[src/rtl/scc_dmem_dump_ctrl_pkg.sv]
`default_nettype none
// +----------------------------------------------------------------------+
// | scc_dump_pkg : shared types/constants for the data-memory dump ctrl  |
// | Revision 1.0                                                         |
// +----------------------------------------------------------------------+
package scc_dump_pkg;

  localparam int unsigned WORD_BYTES          = 4;
  localparam int          DEFAULT_DEPTH_WORDS = 16384;

  typedef enum logic [2:0] {
    ST_IDLE = 3'd0,
    ST_READ = 3'd1,
    ST_WAIT = 3'd2,
    ST_EMIT = 3'd3,
    ST_DONE = 3'd4
  } dump_state_e;

endpackage
`default_nettype wire

[src/rtl/scc_dmem_dump_ctrl_if.sv]
`default_nettype none
// +----------------------------------------------------------------------+
// | scc_dmem_dump_ctrl_if : core, memory and record-stream bus bundle     |
// | Revision 1.0                                                         |
// +----------------------------------------------------------------------+
interface scc_dmem_dump_ctrl_if;

  logic [31:0] core_addr;
  logic [31:0] core_wdata;
  logic        core_we;
  logic        core_re;
  logic [31:0] core_rdata;

  logic [31:0] mem_addr;
  logic [31:0] mem_wdata;
  logic        mem_we;
  logic        mem_re;
  logic [31:0] mem_rdata;

  logic        rec_valid;
  logic        rec_ready;
  logic [31:0] rec_addr;
  logic [31:0] rec_data;

  // Controller side.
  modport master (
    input  core_addr, core_wdata, core_we, core_re, mem_rdata, rec_ready,
    output core_rdata, mem_addr, mem_wdata, mem_we, mem_re,
           rec_valid, rec_addr, rec_data
  );

  // Core / memory / record-sink side.
  modport slave (
    output core_addr, core_wdata, core_we, core_re, mem_rdata, rec_ready,
    input  core_rdata, mem_addr, mem_wdata, mem_we, mem_re,
           rec_valid, rec_addr, rec_data
  );

endinterface
`default_nettype wire

[src/rtl/scc_dmem_dump_ctrl_port_mux.sv]
`default_nettype none
// +----------------------------------------------------------------------+
// | scc_dmem_port_mux : selects core or dump engine onto the memory port |
// | Revision 1.0                                                         |
// +----------------------------------------------------------------------+
module scc_dmem_port_mux (
  input  logic        dump_sel,
  input  logic        dump_re,
  input  logic [31:0] dump_addr,
  input  logic [31:0] core_addr,
  input  logic [31:0] core_wdata,
  input  logic        core_we,
  input  logic        core_re,
  output logic [31:0] core_rdata,
  output logic [31:0] mem_addr,
  output logic [31:0] mem_wdata,
  output logic        mem_we,
  output logic        mem_re,
  input  logic [31:0] mem_rdata
);

  // While dumping the core is fully locked out; writes can never reach memory.
  assign mem_addr   = dump_sel ? dump_addr : core_addr;
  assign mem_wdata  = dump_sel ? 32'h0     : core_wdata;
  assign mem_we     = dump_sel ? 1'b0      : core_we;
  assign mem_re     = dump_sel ? dump_re   : core_re;
  assign core_rdata = mem_rdata;

endmodule
`default_nettype wire

[src/rtl/scc_dmem_dump_ctrl.sv]
`default_nettype none
// +----------------------------------------------------------------------+
// | scc_dmem_dump_ctrl : streams every data-memory word out on halt      |
// | Revision 1.0                                                         |
// +----------------------------------------------------------------------+
module scc_dmem_dump_ctrl
  import scc_dump_pkg::*;
#(
  parameter int          DEPTH_WORDS = DEFAULT_DEPTH_WORDS,
  parameter logic [31:0] BASE_ADDR   = 32'h0000_0000
) (
  input  logic                  clk,
  input  logic                  rst,
  input  logic                  clk_en,
  input  logic                  halt_f,
  scc_dmem_dump_ctrl_if.master  bus,
  output logic                  dump_busy,
  output logic                  dump_done
);

  localparam int             IDX_W    = (DEPTH_WORDS > 1) ? $clog2(DEPTH_WORDS) : 1;
  localparam logic [IDX_W-1:0] LAST_IDX = IDX_W'(DEPTH_WORDS - 1);

  dump_state_e      state;
  dump_state_e      state_next;
  logic [IDX_W-1:0] index;
  logic [31:0]      dump_addr;
  logic [31:0]      rec_addr_q;
  logic [31:0]      rec_data_q;
  logic             last_word;
  logic             handshake;
  logic             dump_sel;
  logic             dump_re;

  assign dump_addr = BASE_ADDR + (32'(index) * 32'(WORD_BYTES));
  assign last_word = (index == LAST_IDX);
  assign handshake = (state == ST_EMIT) && bus.rec_ready;

  always_ff @(posedge clk) begin
    if (rst) begin
      state <= ST_IDLE;
    end else if (clk_en) begin
      state <= state_next;
    end
  end

  always_comb begin
    state_next = state;
    case (state)
      ST_IDLE: if (halt_f) state_next = ST_READ;
      ST_READ: state_next = ST_WAIT;
      ST_WAIT: state_next = ST_EMIT;
      ST_EMIT: if (handshake) state_next = last_word ? ST_DONE : ST_READ;
      ST_DONE: if (!halt_f) state_next = ST_IDLE;
      default: state_next = ST_IDLE;
    endcase
  end

  always_comb begin
    dump_sel      = 1'b1;
    dump_re       = 1'b0;
    dump_busy     = 1'b0;
    dump_done     = 1'b0;
    bus.rec_valid = 1'b0;
    case (state)
      ST_IDLE: dump_sel = 1'b0;
      ST_READ: begin
        dump_re   = 1'b1;
        dump_busy = 1'b1;
      end
      ST_WAIT: dump_busy = 1'b1;
      ST_EMIT: begin
        dump_busy     = 1'b1;
        bus.rec_valid = 1'b1;
      end
      ST_DONE: dump_done = 1'b1;
      default: dump_sel = 1'b0;
    endcase
  end

  // Read data lands during WAIT, one cycle after the READ strobe.
  always_ff @(posedge clk) begin
    if (rst) begin
      index      <= '0;
      rec_addr_q <= 32'h0;
      rec_data_q <= 32'h0;
    end else if (clk_en) begin
      if (state == ST_IDLE && halt_f) begin
        index <= '0;
      end
      if (state == ST_WAIT) begin
        rec_addr_q <= dump_addr;
        rec_data_q <= bus.mem_rdata;
      end
      if (handshake && !last_word) begin
        index <= index + 1'b1;
      end
    end
  end

  assign bus.rec_addr = rec_addr_q;
  assign bus.rec_data = rec_data_q;

  scc_dmem_port_mux u_port_mux (
    .dump_sel   (dump_sel),
    .dump_re    (dump_re),
    .dump_addr  (dump_addr),
    .core_addr  (bus.core_addr),
    .core_wdata (bus.core_wdata),
    .core_we    (bus.core_we),
    .core_re    (bus.core_re),
    .core_rdata (bus.core_rdata),
    .mem_addr   (bus.mem_addr),
    .mem_wdata  (bus.mem_wdata),
    .mem_we     (bus.mem_we),
    .mem_re     (bus.mem_re),
    .mem_rdata  (bus.mem_rdata)
  );

endmodule
`default_nettype wire

[src/flat_wrapper.sv]
// flat-port wrapper written by rule: the top's interface ports become plain ports
module scc_dmem_dump_ctrl_flat import scc_dump_pkg::*;
#(
  parameter int          DEPTH_WORDS = DEFAULT_DEPTH_WORDS,
  parameter logic [31:0] BASE_ADDR   = 32'h0000_0000
)
  (clk, rst, clk_en, halt_f, dump_busy, dump_done, bus_core_addr, bus_core_wdata, bus_core_we, bus_core_re, bus_mem_rdata, bus_rec_ready, bus_core_rdata, bus_mem_addr, bus_mem_wdata, bus_mem_we, bus_mem_re, bus_rec_valid, bus_rec_addr, bus_rec_data);
  scc_dmem_dump_ctrl_if bus_i ();
  input  logic clk;
  input  logic rst;
  input  logic clk_en;
  input  logic halt_f;
  output logic dump_busy;
  output logic dump_done;
  input wire logic [$bits(bus_i.core_addr)-1:0] bus_core_addr;
  input wire logic [$bits(bus_i.core_wdata)-1:0] bus_core_wdata;
  input wire logic [$bits(bus_i.core_we)-1:0] bus_core_we;
  input wire logic [$bits(bus_i.core_re)-1:0] bus_core_re;
  input wire logic [$bits(bus_i.mem_rdata)-1:0] bus_mem_rdata;
  input wire logic [$bits(bus_i.rec_ready)-1:0] bus_rec_ready;
  output wire logic [$bits(bus_i.core_rdata)-1:0] bus_core_rdata;
  output wire logic [$bits(bus_i.mem_addr)-1:0] bus_mem_addr;
  output wire logic [$bits(bus_i.mem_wdata)-1:0] bus_mem_wdata;
  output wire logic [$bits(bus_i.mem_we)-1:0] bus_mem_we;
  output wire logic [$bits(bus_i.mem_re)-1:0] bus_mem_re;
  output wire logic [$bits(bus_i.rec_valid)-1:0] bus_rec_valid;
  output wire logic [$bits(bus_i.rec_addr)-1:0] bus_rec_addr;
  output wire logic [$bits(bus_i.rec_data)-1:0] bus_rec_data;
  assign bus_i.core_addr = bus_core_addr;
  assign bus_i.core_wdata = bus_core_wdata;
  assign bus_i.core_we = bus_core_we;
  assign bus_i.core_re = bus_core_re;
  assign bus_i.mem_rdata = bus_mem_rdata;
  assign bus_i.rec_ready = bus_rec_ready;
  assign bus_core_rdata = bus_i.core_rdata;
  assign bus_mem_addr = bus_i.mem_addr;
  assign bus_mem_wdata = bus_i.mem_wdata;
  assign bus_mem_we = bus_i.mem_we;
  assign bus_mem_re = bus_i.mem_re;
  assign bus_rec_valid = bus_i.rec_valid;
  assign bus_rec_addr = bus_i.rec_addr;
  assign bus_rec_data = bus_i.rec_data;
  scc_dmem_dump_ctrl #(.DEPTH_WORDS(DEPTH_WORDS), .BASE_ADDR(BASE_ADDR)) u_core (.clk(clk), .rst(rst), .clk_en(clk_en), .halt_f(halt_f), .bus(bus_i), .dump_busy(dump_busy), .dump_done(dump_done));
endmodule
[config.mk]
export PLATFORM = sky130hd
export DESIGN_NAME = scc_dmem_dump_ctrl_flat
export DESIGN_NICKNAME = d
export VERILOG_FILES = /design/src/rtl/scc_dmem_dump_ctrl_pkg.sv /design/src/rtl/scc_dmem_dump_ctrl_if.sv /design/src/rtl/scc_dmem_dump_ctrl_port_mux.sv /design/src/rtl/scc_dmem_dump_ctrl.sv /design/src/flat_wrapper.sv
export SDC_FILE = /design/constraint.sdc
export NUM_CORES = 1
export LEC_CHECK = 0
export CORE_AREA = 2 2 105 107
export DETAILED_ROUTE_END_ITERATION = 10
export DIE_AREA = 0 0 107 109
export PLACE_DENSITY = 0.85
export SLEW_MARGIN = 20
export SYNTH_ARGS = -nofsm -noshare
export SYNTH_HDL_FRONTEND = slang
export SYNTH_HIERARCHICAL = 1
export SYNTH_SLANG_ARGS = --single-unit
export TNS_END_PERCENT = 1
[constraint.sdc]
create_clock -name clk -period 4.7 [get_ports clk]
set_input_delay 1.175 -clock clk [delete_from_list [all_inputs] [get_ports clk]]
set_output_delay 1.175 -clock clk [all_outputs]
set_load 0.02 [all_outputs]
==> key figures <==
Setup path
  • CP Data Arrival Time: 2.98 ns
  • Setup crit end kind: primary output
  • Worst-path fanout max: 56
  • Worst-path cell chain: nor2_1 > xnor2_2 > buf_12 > mux2_2 > clkdlybuf4s50_1
  • Slowest CP cell: xnor2_2
  • Crit Path Class: reg2out
  • Critical Path Max Stage Delay: slightly below 0.7 ns
  • CP delay by family, top: buffers and inverters
  • Critical path buffer and inverter count: 2
  • Critical Path RT: 3.52 ns
  • Worst Setup Start Kind: flop

Die
  • Row Count: 38
  • Die Span Y: 109 microns
  • Die ar.: 11660 sq um
  • Die Wd: 107 microns
  • Core Area: 10600 sq um
  • Effective utilization at floorplan: 0.3478
  • I/O Pins: 268

Yosys
  • Leading area contributor after synthesis: dfxtp_1
  • Register area share after synthesis: 0.3420
  • Library cells used by synthesis: 43
  • Cell count after synthesis: between 400 and 500
  • Post-Syn Area per Cell: 8.068 sq um
  • Yosys top cell area share: 0.3420
  • Seq cells post-synth: 63
  • Yosys warning total: 6
  • Synth Cell Area: 3687 sq um
  • Top post-synthesis cells by area: dfxtp_1, nand2_1, buf_4

Clock tree
  • Clock network latency to the later pin of the worst-skew pair: 0.33 ns
  • Post_cts resized: 0
  • Root Driver: clkbuf_8
  • Clk slew on worst S/H paths: 0.07 ns
  • Clock sink total: 63
  • Max clock buf depth: 2
  • TritonCTS buffer count: 9
  • Hold Buf Count CTS: 0
  • H-tree lvl count: 3
  • Total setup buffers inserted after CTS: 0
  • CTS tree: done

Routing
  • Vias: 3900
  • DRT Pass-1 Iters: 4
  • Initial DRC count: between 200 and 300
  • Post-DRT Antenna Nets: 0
  • Vias per inst: 4.779
  • WL per Instance: 14.72 microns
  • Overall routed net length: 12010 microns
  • Drt drc: 0

Global route
  • GRT Overall Usage: 0.1924
  • First-pass GRT wire length: 17930 microns
  • Gr ovfl total: 0
  • Largest net degree at the start of global routing: 64
  • Initial antenna violation count: 0
  • Vias in the first global route: 3606

Timing
  • RSZ-0062 raised after global routing: no
  • # setup viols final: 0
  • Max Clk Rate: 240.6 MHz
  • Minimum clock period: 4.156 ns
  • Headroom to the max-slew limit: 0.4313
  • Worst-Margin Slew: 0.8488 ns
  • Skew final: 0.01512 ns
  • Setup TNS: 0 ns
  • Max-slew violation count: 0
  • Final Cycle Share: 0.8842
  • Hold Fails Final Rpt: 0
  • Final Worst Setup Slack: around 0.54 ns

Placed design
  • DPL Wire Length: 9140 microns
  • Port Buf Inserts: about 250
  • Placed cell count: 800
  • GPL Wtd Cong: 0.8116
  • Area post-placement: 5986 sq um
  • Placement Setup Slack: 0.9219 ns

Pwr
  • Max IR drop VDD: 0.1914 mV
  • P per Cell Area: 273.4 nW/um^2
  • Switching power: 555.3 uW
  • Lkg Pwr: 2.182 nW
  • Switching Share: 0.3284
  • Final Power: 1.691 mW
  • Internal cell power: between 1 and 1.5 mW
  • Comb power frac: 0.397
  • Clk network pwr share: 0.274
  • Sequential share of power: 0.329

Finish
  • Layout area overhead: 67.76%
  • Area of all sequential standard cells: 1261 sq um
  • Share of layout cells above drive strength 1: 0.09024
  • Final cell count without fillers: 816
  • Commonest non-fill, non-tap cells in the layout: clkdlybuf4s50_1, nand2_1, dfxtp_1, a21oi_1, conb_1
  • Area of the multi-input gates: roughly 2000 sq um
  • Design Area, Final: 6186 sq um
  • Nets: 775
  • Fillers: 948
  • Commonest non-fill, non-tap cell in the layout: clkdlybuf4s50_1
  • Ant diodes: 0

Outcome
  • Status: complete, no violations

Min path
  • Min-Delay Path Class: reg2reg

Job
  • Max Cap Viol: 0
## cell families (layout without fill, tap and decap cells)
group           Yosys count  in the layout  share of synthesized area
fa+ha+maj                 1              1                   0.003393
compound gates           91             91                     0.1530
other cells               1             36                   0.001017
xor+xnor                  1              1                   0.002376
mux                      33             33                     0.1079
simple gates            179            179                     0.2385
flops                    63             63                     0.3420
buf+inv                  88            272                     0.1517
## per-stage QoR
step	hold WS, ns	util
2_1_floorplan	0.4707	-
3_3_place_gp	0.4413	0.5646
3_5_place_dp	0.4470	0.5646
4_1_cts	0.4560	0.5832
5_1_grt	0.4773	0.5834
6_report	0.4532	0.5834
## area by class of cell
type	count	area share
flip-flops and latches	63	0.2039
repair buffers	252	0.4082
multi-input cells	341	0.3252
inverters	4	0.002427
clock inverters	7	0.01193
clock buffers	9	0.02002
well taps	140	0.02832
## worst min-delay path, stage by stage, from the launching register on
cell	delay, ns
dfxtp_1	0.31
nand2_1	0.05
a21oi_1	0.05
## registers in the layout, summed over array words and instances, names as in the netlist
| name | cells |
|---|---|
| u_core/bus.rec_data | 32 |
| u_core/bus.rec_addr | 14 |
| u_core/index | 14 |
| u_core/state | 3 |
## final timing paths
check                                          to  slack [ns]  cells after the start                            startpoint
min reg2reg  u_core/bus.rec_data[17]$_SDFFE_PP0P_        0.45                      2  u_core/bus.rec_data[17]$_SDFFE_PP0P_
max reg2reg          u_core/state[2]$_SDFFE_PP0P_        2.56                      5          u_core/index[1]$_SDFFE_PP0P_
min          u_core/bus.rec_data[17]$_SDFFE_PP0P_        0.45                      2  u_core/bus.rec_data[17]$_SDFFE_PP0P_
max                              bus_mem_addr[19]        0.54                      5          u_core/state[0]$_SDFFE_PP0P_
## per-layer routing
metal,wire (microns),up-vias,GRT usage,part of all wire
met4,192,0,0.05659,0.016
met3,917,19,0.05738,0.076
met1,4606,1795,0.2313,0.38
met5,0,-,0,0
met2,6296,170,0.3330,0.52
li1,-,1916,-,-
## synthesized netlist by cell type, drive strengths merged
cell type and count:
nor2b 33, a41o 1, a21oi 52, a41oi 5, buf 68, clkbuf 16, nor3b 1, nor3 1
nand3b 2, nand2 104, xnor2 1, inv 4, nand4 4, and4 5, or4 4, nand4b 2
and3 1, a311oi 9, ha 1, o31a 1, and2 4, conb 1, mux2 33, nor2 4
a31oi 7, or3 4, dfxtp 63, a31o 1, o21ba 1, nand2b 2, o211ai 7, a21o 1
nand3 7, o21ai 5, a2111o 1, and4b 1
## power by group through the flow
stage | sequential [mW] | combinational, mW | clock [mW]
6_report | 0.557 | 0.671 | 0.463
5_1_grt | 0.559 | 0.710 | 0.505
4_1_cts | 0.557 | 0.675 | 0.480
3_5_place_dp | 0.569 | 0.670 | 0
3_3_place_gp | 0.568 | 0.662 | 0
2_1_floorplan | 0.578 | 0.364 | 0
Note: power is estimated with default switching activity, not from simulation.
